===== src/rtl/mcu_arbiter_pkg.sv =====
// Shared definitions for the instruction-fetch / load-store RAM arbiter:
// state encoding, access-length codes, bus widths and length decoding.
package mcu_arbiter_pkg;

  localparam int ADDR_W = 32;
  localparam int WORD_W = 32;
  localparam int BYTE_W = 8;

  localparam logic [WORD_W-1:0] ZeroWord = '0;

  localparam logic [1:0] LEN_BYTE = 2'b00;
  localparam logic [1:0] LEN_HALF = 2'b01;
  localparam logic [1:0] LEN_WORD = 2'b11;

  typedef enum logic [2:0] {
    IDLE   = 3'd0,
    IF_RD  = 3'd1,
    MEM_RD = 3'd2,
    MEM_WR = 3'd3,
    DONE   = 3'd4
  } state_t;

  // The reserved code 2'b10 behaves as a word access.
  function automatic logic [2:0] len_bytes(input logic [1:0] len);
    case (len)
      LEN_BYTE: len_bytes = 3'd1;
      LEN_HALF: len_bytes = 3'd2;
      LEN_WORD: len_bytes = 3'd4;
      default:  len_bytes = 3'd4;
    endcase
  endfunction

endpackage


===== src/rtl/mcu_arbiter_if.sv =====
// Requester and byte-wide RAM signals of the arbiter; slave is the arbiter
// side, master is the CPU/RAM side.
interface mcu_arbiter_if;
  import mcu_arbiter_pkg::*;

  logic              if_req_i;
  logic [ADDR_W-1:0] if_addr_i;
  logic              if_flush_i;
  logic [WORD_W-1:0] if_data_o;
  logic              if_done_o;

  logic              mem_req_i;
  logic              mem_we_i;
  logic [1:0]        mem_len_i;
  logic [ADDR_W-1:0] mem_addr_i;
  logic [WORD_W-1:0] mem_wdata_i;
  logic [WORD_W-1:0] mem_data_o;
  logic              mem_done_o;

  logic [ADDR_W-1:0] ram_addr_o;
  logic [BYTE_W-1:0] ram_data_o;
  logic              ram_we_o;
  logic [BYTE_W-1:0] ram_data_i;

  logic              busy_o;

  modport slave (
    input  if_req_i, if_addr_i, if_flush_i,
    output if_data_o, if_done_o,
    input  mem_req_i, mem_we_i, mem_len_i, mem_addr_i, mem_wdata_i,
    output mem_data_o, mem_done_o,
    output ram_addr_o, ram_data_o, ram_we_o,
    input  ram_data_i,
    output busy_o
  );

  modport master (
    output if_req_i, if_addr_i, if_flush_i,
    input  if_data_o, if_done_o,
    output mem_req_i, mem_we_i, mem_len_i, mem_addr_i, mem_wdata_i,
    input  mem_data_o, mem_done_o,
    input  ram_addr_o, ram_data_o, ram_we_o,
    output ram_data_i,
    input  busy_o
  );

endinterface


===== src/rtl/mcu_arbiter.sv =====
// Fixed-priority arbiter sharing one byte-wide RAM between instruction fetch
// and load/store; multi-byte accesses are serialised one byte per cycle.
module mcu_arbiter
  import mcu_arbiter_pkg::*;
(
  input  logic         clk,
  input  logic         rst,
  mcu_arbiter_if.slave bus
);

  state_t            state, state_nxt;
  logic [2:0]        cnt, len_n, cap_idx;
  logic [ADDR_W-1:0] addr_q;
  logic [WORD_W-1:0] wdata_q, buf_q, buf_asm, if_data_q, mem_data_q;
  logic [BYTE_W-1:0] wr_byte;
  logic              owner_if, grant, capture, last_rd;

  always_ff @(posedge clk or negedge rst) begin
    if (!rst) state <= IDLE;
    else      state <= state_nxt;
  end

  always_comb begin
    state_nxt = state;
    unique case (state)
      IDLE: begin
        if (bus.mem_req_i)                        state_nxt = bus.mem_we_i ? MEM_WR : MEM_RD;
        else if (bus.if_req_i && !bus.if_flush_i) state_nxt = IF_RD;
      end
      IF_RD: begin
        if (bus.if_flush_i)   state_nxt = IDLE;
        else if (cnt == len_n) state_nxt = DONE;
      end
      MEM_RD:  if (cnt == len_n) state_nxt = DONE;
      MEM_WR:  if (cnt == len_n - 3'd1) state_nxt = DONE;
      DONE:    state_nxt = IDLE;
      default: state_nxt = IDLE;
    endcase
  end

  // Read data lags its address by one cycle, so cycle cnt captures byte cnt-1.
  assign grant   = (state == IDLE) && (state_nxt != IDLE);
  assign capture = ((state == IF_RD && !bus.if_flush_i) || state == MEM_RD) && (cnt != 3'd0);
  assign last_rd = capture && (cnt == len_n);
  assign cap_idx = cnt - 3'd1;

  always_comb begin
    buf_asm = buf_q;
    wr_byte = wdata_q[BYTE_W-1:0];
    for (int b = 0; b < 4; b++) begin
      if (cap_idx == 3'(b)) buf_asm[8*b +: 8] = bus.ram_data_i;
      if (cnt == 3'(b))     wr_byte = wdata_q[8*b +: 8];
    end
  end

  always_ff @(posedge clk or negedge rst) begin
    if (!rst) begin
      cnt        <= 3'd0;
      len_n      <= 3'd1;
      addr_q     <= ZeroWord;
      wdata_q    <= ZeroWord;
      owner_if   <= 1'b0;
      buf_q      <= ZeroWord;
      if_data_q  <= ZeroWord;
      mem_data_q <= ZeroWord;
    end else begin
      if (grant) begin
        addr_q   <= bus.mem_req_i ? bus.mem_addr_i : bus.if_addr_i;
        len_n    <= bus.mem_req_i ? len_bytes(bus.mem_len_i) : 3'd4;
        wdata_q  <= bus.mem_wdata_i;
        owner_if <= !bus.mem_req_i;
        buf_q    <= ZeroWord;
      end else if (capture) begin
        buf_q <= buf_asm;
      end
      if (last_rd) begin
        if (owner_if) if_data_q  <= buf_asm;
        else          mem_data_q <= buf_asm;
      end
      // Count only while remaining in a transfer state; any transition restarts at 0.
      cnt <= (state != IDLE && state_nxt == state) ? cnt + 3'd1 : 3'd0;
    end
  end

  assign bus.busy_o     = (state != IDLE);
  assign bus.ram_we_o   = (state == MEM_WR);
  assign bus.ram_data_o = (state == MEM_WR) ? wr_byte : '0;
  assign bus.ram_addr_o = (state == IF_RD || state == MEM_RD || state == MEM_WR)
                          ? addr_q + ADDR_W'(cnt) : ZeroWord;
  assign bus.if_done_o  = (state == DONE) && owner_if;
  assign bus.mem_done_o = (state == DONE) && !owner_if;
  assign bus.if_data_o  = if_data_q;
  assign bus.mem_data_o = mem_data_q;

endmodule


===== src/flat_wrapper.sv =====
// flat-port wrapper written by rule: the top's interface ports become plain ports
module mcu_arbiter_flat import mcu_arbiter_pkg::*;
  (clk, rst, bus_if_req_i, bus_if_addr_i, bus_if_flush_i, bus_if_data_o, bus_if_done_o, bus_mem_req_i, bus_mem_we_i, bus_mem_len_i, bus_mem_addr_i, bus_mem_wdata_i, bus_mem_data_o, bus_mem_done_o, bus_ram_addr_o, bus_ram_data_o, bus_ram_we_o, bus_ram_data_i, bus_busy_o);
  mcu_arbiter_if bus_i ();
  input  logic clk;
  input  logic rst;
  input wire logic [$bits(bus_i.if_req_i)-1:0] bus_if_req_i;
  input wire logic [$bits(bus_i.if_addr_i)-1:0] bus_if_addr_i;
  input wire logic [$bits(bus_i.if_flush_i)-1:0] bus_if_flush_i;
  output wire logic [$bits(bus_i.if_data_o)-1:0] bus_if_data_o;
  output wire logic [$bits(bus_i.if_done_o)-1:0] bus_if_done_o;
  input wire logic [$bits(bus_i.mem_req_i)-1:0] bus_mem_req_i;
  input wire logic [$bits(bus_i.mem_we_i)-1:0] bus_mem_we_i;
  input wire logic [$bits(bus_i.mem_len_i)-1:0] bus_mem_len_i;
  input wire logic [$bits(bus_i.mem_addr_i)-1:0] bus_mem_addr_i;
  input wire logic [$bits(bus_i.mem_wdata_i)-1:0] bus_mem_wdata_i;
  output wire logic [$bits(bus_i.mem_data_o)-1:0] bus_mem_data_o;
  output wire logic [$bits(bus_i.mem_done_o)-1:0] bus_mem_done_o;
  output wire logic [$bits(bus_i.ram_addr_o)-1:0] bus_ram_addr_o;
  output wire logic [$bits(bus_i.ram_data_o)-1:0] bus_ram_data_o;
  output wire logic [$bits(bus_i.ram_we_o)-1:0] bus_ram_we_o;
  input wire logic [$bits(bus_i.ram_data_i)-1:0] bus_ram_data_i;
  output wire logic [$bits(bus_i.busy_o)-1:0] bus_busy_o;
  assign bus_i.if_req_i = bus_if_req_i;
  assign bus_i.if_addr_i = bus_if_addr_i;
  assign bus_i.if_flush_i = bus_if_flush_i;
  assign bus_if_data_o = bus_i.if_data_o;
  assign bus_if_done_o = bus_i.if_done_o;
  assign bus_i.mem_req_i = bus_mem_req_i;
  assign bus_i.mem_we_i = bus_mem_we_i;
  assign bus_i.mem_len_i = bus_mem_len_i;
  assign bus_i.mem_addr_i = bus_mem_addr_i;
  assign bus_i.mem_wdata_i = bus_mem_wdata_i;
  assign bus_mem_data_o = bus_i.mem_data_o;
  assign bus_mem_done_o = bus_i.mem_done_o;
  assign bus_ram_addr_o = bus_i.ram_addr_o;
  assign bus_ram_data_o = bus_i.ram_data_o;
  assign bus_ram_we_o = bus_i.ram_we_o;
  assign bus_i.ram_data_i = bus_ram_data_i;
  assign bus_busy_o = bus_i.busy_o;
  mcu_arbiter u_core (.clk(clk), .rst(rst), .bus(bus_i));
endmodule

===== config.mk =====
export PLATFORM = sky130hd
export DESIGN_NAME = mcu_arbiter_flat
export DESIGN_NICKNAME = d
export VERILOG_FILES = /design/src/rtl/mcu_arbiter_pkg.sv /design/src/rtl/mcu_arbiter_if.sv /design/src/rtl/mcu_arbiter.sv /design/src/flat_wrapper.sv
export SDC_FILE = /design/constraint.sdc
export NUM_CORES = 1
export LEC_CHECK = 0
export ABC_AREA = 1
export BUFFER_PORTS_ARGS = -buffer_cell sky130_fd_sc_hd__buf_4
export CAP_MARGIN = 15
export CORE_UTILIZATION = 58
export CTS_CLUSTER_SIZE = 8
export DETAILED_ROUTE_END_ITERATION = 8
export PLACE_DENSITY = 0.84
export SYNTH_ARGS = -nofsm -noshare
export SYNTH_HDL_FRONTEND = slang
export SYNTH_SLANG_ARGS = --single-unit

===== constraint.sdc =====
create_clock -name clk -period 4.3 [get_ports clk]
set_input_delay 0.645 -clock clk [delete_from_list [all_inputs] [get_ports clk]]
set_output_delay 0.645 -clock clk [all_outputs]
set_load 0.005 [all_outputs]

Word level (Yosys, flattened, before mapping)
Index checks and enable logic that the tools add are counted.
- register bits: 170
- bits of input ports: 112
- output and inout bits: 108
- word-level logic and storage cells: 73
- add/subtract/negate cells: 4
- eq/ne operators: 14
- muxes and demuxes: 22
- bitwise logic cells: 1
- reductions and logical operators: 23
- operators by type and width (cell ; count):
    2-to-1 mux 32 bit ; 4
    2-to-1 mux 8 bit ; 8
    adder 32 x 3 -> 32 bit ; 1
    2-to-1 mux 3 bit ; 7
    == test 3 x 2 -> 1 bit, second input constant ; 6
    case mux 3 bit (4 select lines) ; 1
    == test 3 x 1 -> 1 bit, second input constant ; 3
    == test 3 bit ; 3
    nonzero test 3 bit ; 3
    logical AND 1 bit ; 8
    zero test 3 bit ; 2
    case mux 3 bit (2 select lines) ; 1
    subtractor 3 x 1 -> 3 bit, second input constant ; 2
    AND reduction 2 bit ; 2
    adder 3 x 1 -> 3 bit, second input constant ; 1
    == test 3 bit, second input constant ; 1
    zero test 1 bit ; 3
    logical OR 1 bit ; 3
    == test 2 x 1 -> 1 bit, second input constant ; 1
    zero test 2 bit ; 1
    nonzero test 2 bit ; 1
    2-to-1 mux 1 bit ; 1
    NOT 1 bit ; 1

Logic depth before layout (Yosys ltp)
- depth in word-level cells: 8
- depth in mapped cells: 11

Worst setup path after synthesis
OpenSTA, ideal clock, no wires.
- kind: register to output
- start point: register u_core.cnt[0]
- end point: output bus_ram_addr_o[30]
- arrival time: 1702 ps
- required time: 3655 ps
- setup slack: 1953 ps
- stages on the path, launching flop included: 9
- path buffers: 0
- path through: dfrtp_1 > ha_1 > fa_1 > nand2_1 > a21boi_2 > nand3_1 > nor2_1 > nand3b_1 > a21oi_1
- cells in the longest elaborated chain, start to end: 2
- ends and longest elaborated chain (what ; line ; text):
    from (decl) ; mcu_arbiter.sv:12 ; logic [2:0] cnt, len_n, cap_idx;
    from (signal assigned) ; mcu_arbiter.sv:81 ; cnt <= (state != IDLE && state_nxt == state) ? cnt + 3'd1 : 3'd0;
    adder 32 x 3 -> 32 bit ; mcu_arbiter.sv:89 ; ? addr_q + ADDR_W'(cnt) : ZeroWord;
    2-to-1 mux 32 bit ; mcu_arbiter.sv:89 ;
    to (decl) ; flat_wrapper.sv:19 ; output wire logic [$bits(bus_i.ram_addr_o)-1:0] bus_ram_addr_o;
Every way passes these cells.

Worst setup path after layout
Ends and elaborated chain as after synthesis.

==> impl_metrics.json <==
{
  "cts_setup_buffers": 0,
  "rrSetupSlack_ns": 1.84,
  "arrival_ns": 2.67,
  "ys_warn_count": 0,
  "rr_endpoint": "u_core.bus.if_data_o[17]",
  "cts_tree": "yes",
  "numCtsBuffers": 17,
  "dp_hpwl_um": 15960,
  "synth-seq-cells": 170,
  "fin_crit_sh_pct": 77.15,
  "rsz0062_at_grt": "false",
  "gp_congestion": 0.9553,
  "syn-instance-count": 1097,
  "worst-endpoint-required_ns": 3.65,
  "slew_headroom_pct": 33.26,
  "cap_violations": 0,
  "final_max_slew_viol_count": 0,
  "rows": 43,
  "grt_pass1_wl_um": 36310,
  "die-area_mm2": 0.01511,
  "cts.repair.resized": 0,
  "worstSetupPathType": "register to primary output",
  "first_pass_iters": 5,
  "wl_per_cell_um": 15.18,
  "peakVddDrop_v": 0.0003764,
  "dr_wl_met2_um": 10580,
  "power.density_mw_per_mm2": 701.9,
  "path_clk_slew_ns": 0.07,
  "drc_errors": 0,
  "seq_area_frac_synth_pct": 50.16,
  "wl_met3_um": 1746,
  "synth-edff-count": 0,
  "grt_pass1_vias": 7553,
  "area_growth_pct": 26.00,
  "clk_latency_ns": 0.43,
  "overflow": 0,
  "p_leak_nw": 5.435,
  "final_layout_size_suffix_gt1_share_pct": 20.62,
  "fin_skew_ns": 0.01094,
  "portBuffers": 219,
  "setup_violations": 0,
  "coreArea_mm2": 0.01410,
  "crit_path_start_kind": "register",
  "antenna_left": 0,
  "synth_common_cells": "nand2_1 (342), dfrtp_1 (169), nor2_1 (131), o21ai_0 (102), a21oi_1 (70)",
  "fin_crit_ns": 3.318,
  "fp.dieH_um": 122.9,
  "route.top_layer_used": "met4",
  "nets": 1411,
  "fin_worst_hold_slack_ns": 0.3199,
  "synthesis.area_mm2": 0.008483,
  "dieWidth_um": 122.9,
  "fmax_mhz": 301.4,
  "vias": 8128,
  "dp.cells": 1447,
  "synth_top_area_share_pct": 49.85,
  "status": "completed",
  "yosysUniqueCellTypes": 31,
  "wirelength_um": 22470,
  "async_flop_share_pct": 100.0,
  "num_antenna_cells": 0,
  "hold_viol_final": 0,
  "fin_tns_setup_ns": 0,
  "syn_avg_cell_area_um2": 7.733,
  "n_fill_cell": 1077,
  "worst_pin_slew_ns": 1.001,
  "hold_class": "input port to async pin",
  "grt_util_all_layers_pct": 31.00,
  "viasPerCell": 5.492,
  "synth_ff_type": "dfrtp_1",
  "cts_root_buffer": "clkbuf_16",
  "cp_max_fo": 8,
  "synth_top_area_cell": "dfrtp_1",
  "clockBufferDepth": 2,
  "drt_iter0_drc": 673,
  "htree_levels": 4,
  "layout.cells.non_filler": 1480,
  "wl_met1_um": 9383,
  "yosysMostFrequentCell": "nand2_1",
  "grt_antenna_before_repair": 0,
  "cp-end-kind": "primary output",
  "clock-sinks": 170,
  "start_util_pct": 60.18,
  "r2r-start": "u_core.cnt[1]",
  "ctsHoldBuffers": 0,
  "r2r_cells": 8,
  "ios": 220,
  "synth_nets": 1221,
  "synthTopCellsByArea": "dfrtp_1 (50%), nand2_1 (15%), o21ai_0 (6.0%)",
  "grt_max_degree": 111
}
-- power by group --
group,leakage [nW],total [mW],switching (mW),internal (mW)
clock,0.283,1.49,0.662,0.828
combinational,2.95,3.36,2.01,1.35
sequential,2.21,2.66,0.491,2.17
-- cell type report --
cell class                      count  area (um2)  area share, %
Inverter                           65       244.0          2.283
Sequential cell                   170        4255          39.81
Multi-Input combinational cell    807        3677          34.40
Tap cell                          180       225.2          2.107
Clock buffer                       19       442.9          4.144
Timing Repair Buffer              226        1713          16.02
Clock inverter                     13       131.4          1.229
-- worst max-delay path, stage by stage, from the launching register on --
cell	delay (ns)
dfrtp_1	0.47
ha_1	0.27
fa_1	0.23
nand2_1	0.07
a21boi_2	0.33
nand3_1	0.18
nor2_1	0.28
nand3b_1	0.11
a21oi_1	0.16
buf_4	0.14
-- how the worst max path moves through the flow --
stage                          startpoint            endpoint  cells after the start
after detailed placement    u_core.cnt[0]  bus_ram_addr_o[30]                      9
after global routing        u_core.cnt[0]  bus_ram_addr_o[30]                      9
after CTS                   u_core.cnt[0]  bus_ram_addr_o[30]                      9
after floorplan             u_core.cnt[0]  bus_ram_addr_o[30]                      8
final                       u_core.cnt[0]  bus_ram_addr_o[30]                      9
after global placement    u_core.state[0]   bus_ram_addr_o[6]                      7
-- cells by family after synthesis --
group,Yosys count,synth area share [%]
buffers and inverters,120,6.549
AOI/OAI and AO/OA,222,13.70
adders and majority gates,12,1.858
xor gates and xnor gates,7,0.7227
DFF,170,50.16
and+or+nand+nor,566,27.01
-- cells in the final DEF, fill, tap and decap left out, types with 2 or more instances in the layout --
cell	synthesis	final
xnor2_1	4	4
inv_6	0	4
nand3_1	66	66
ha_1	11	11
nor3b_1	2	2
clkinv_4	0	3
nand4_1	5	5
a31oi_1	32	32
o21ai_1	15	15
nor3_1	11	11
clkbuf_16	0	17
inv_1	62	62
inv_2	2	2
a21oi_1	70	70
dfrtp_1	169	169
nand2_1	342	340
o21ai_0	102	102
nor2_1	131	131
nand2_4	2	2
nand3b_1	4	4
buf_4	3	223
clkinv_2	0	2
nand2_2	0	2
inv_8	0	2
xor2_1	3	3
-- per-stage QoR --
stage	area, um2	power, mW	setup WS (ns)	util, %
floorplan	8483	4.637	1.953	-
global placement	10110	5.878	1.589	71.70
detailed placement	10110	5.973	1.453	71.70
CTS	10680	7.482	0.9910	75.78
global route	10690	8.075	0.7708	75.83
finish	10690	7.502	0.9824	75.83
-- sequential cells by signal (all words and copies together), names as in the netlist --
signal,cells
u_core.addr_q,32
u_core.buf_q,32
u_core.bus.if_data_o,32
u_core.bus.mem_data_o,32
u_core.wdata_q,32
u_core.cnt,3
u_core.len_n,3
u_core.state,3
u_core.owner_if,1
-- metal layers --
metal	GRT usage, %	vias to the layer above
li1	-	3963
met1	42.21	3723
met2	47.96	387
met3	6.181	55
met4	14.33	0
met5	0	-
Power figures use the tool's default switching activity.
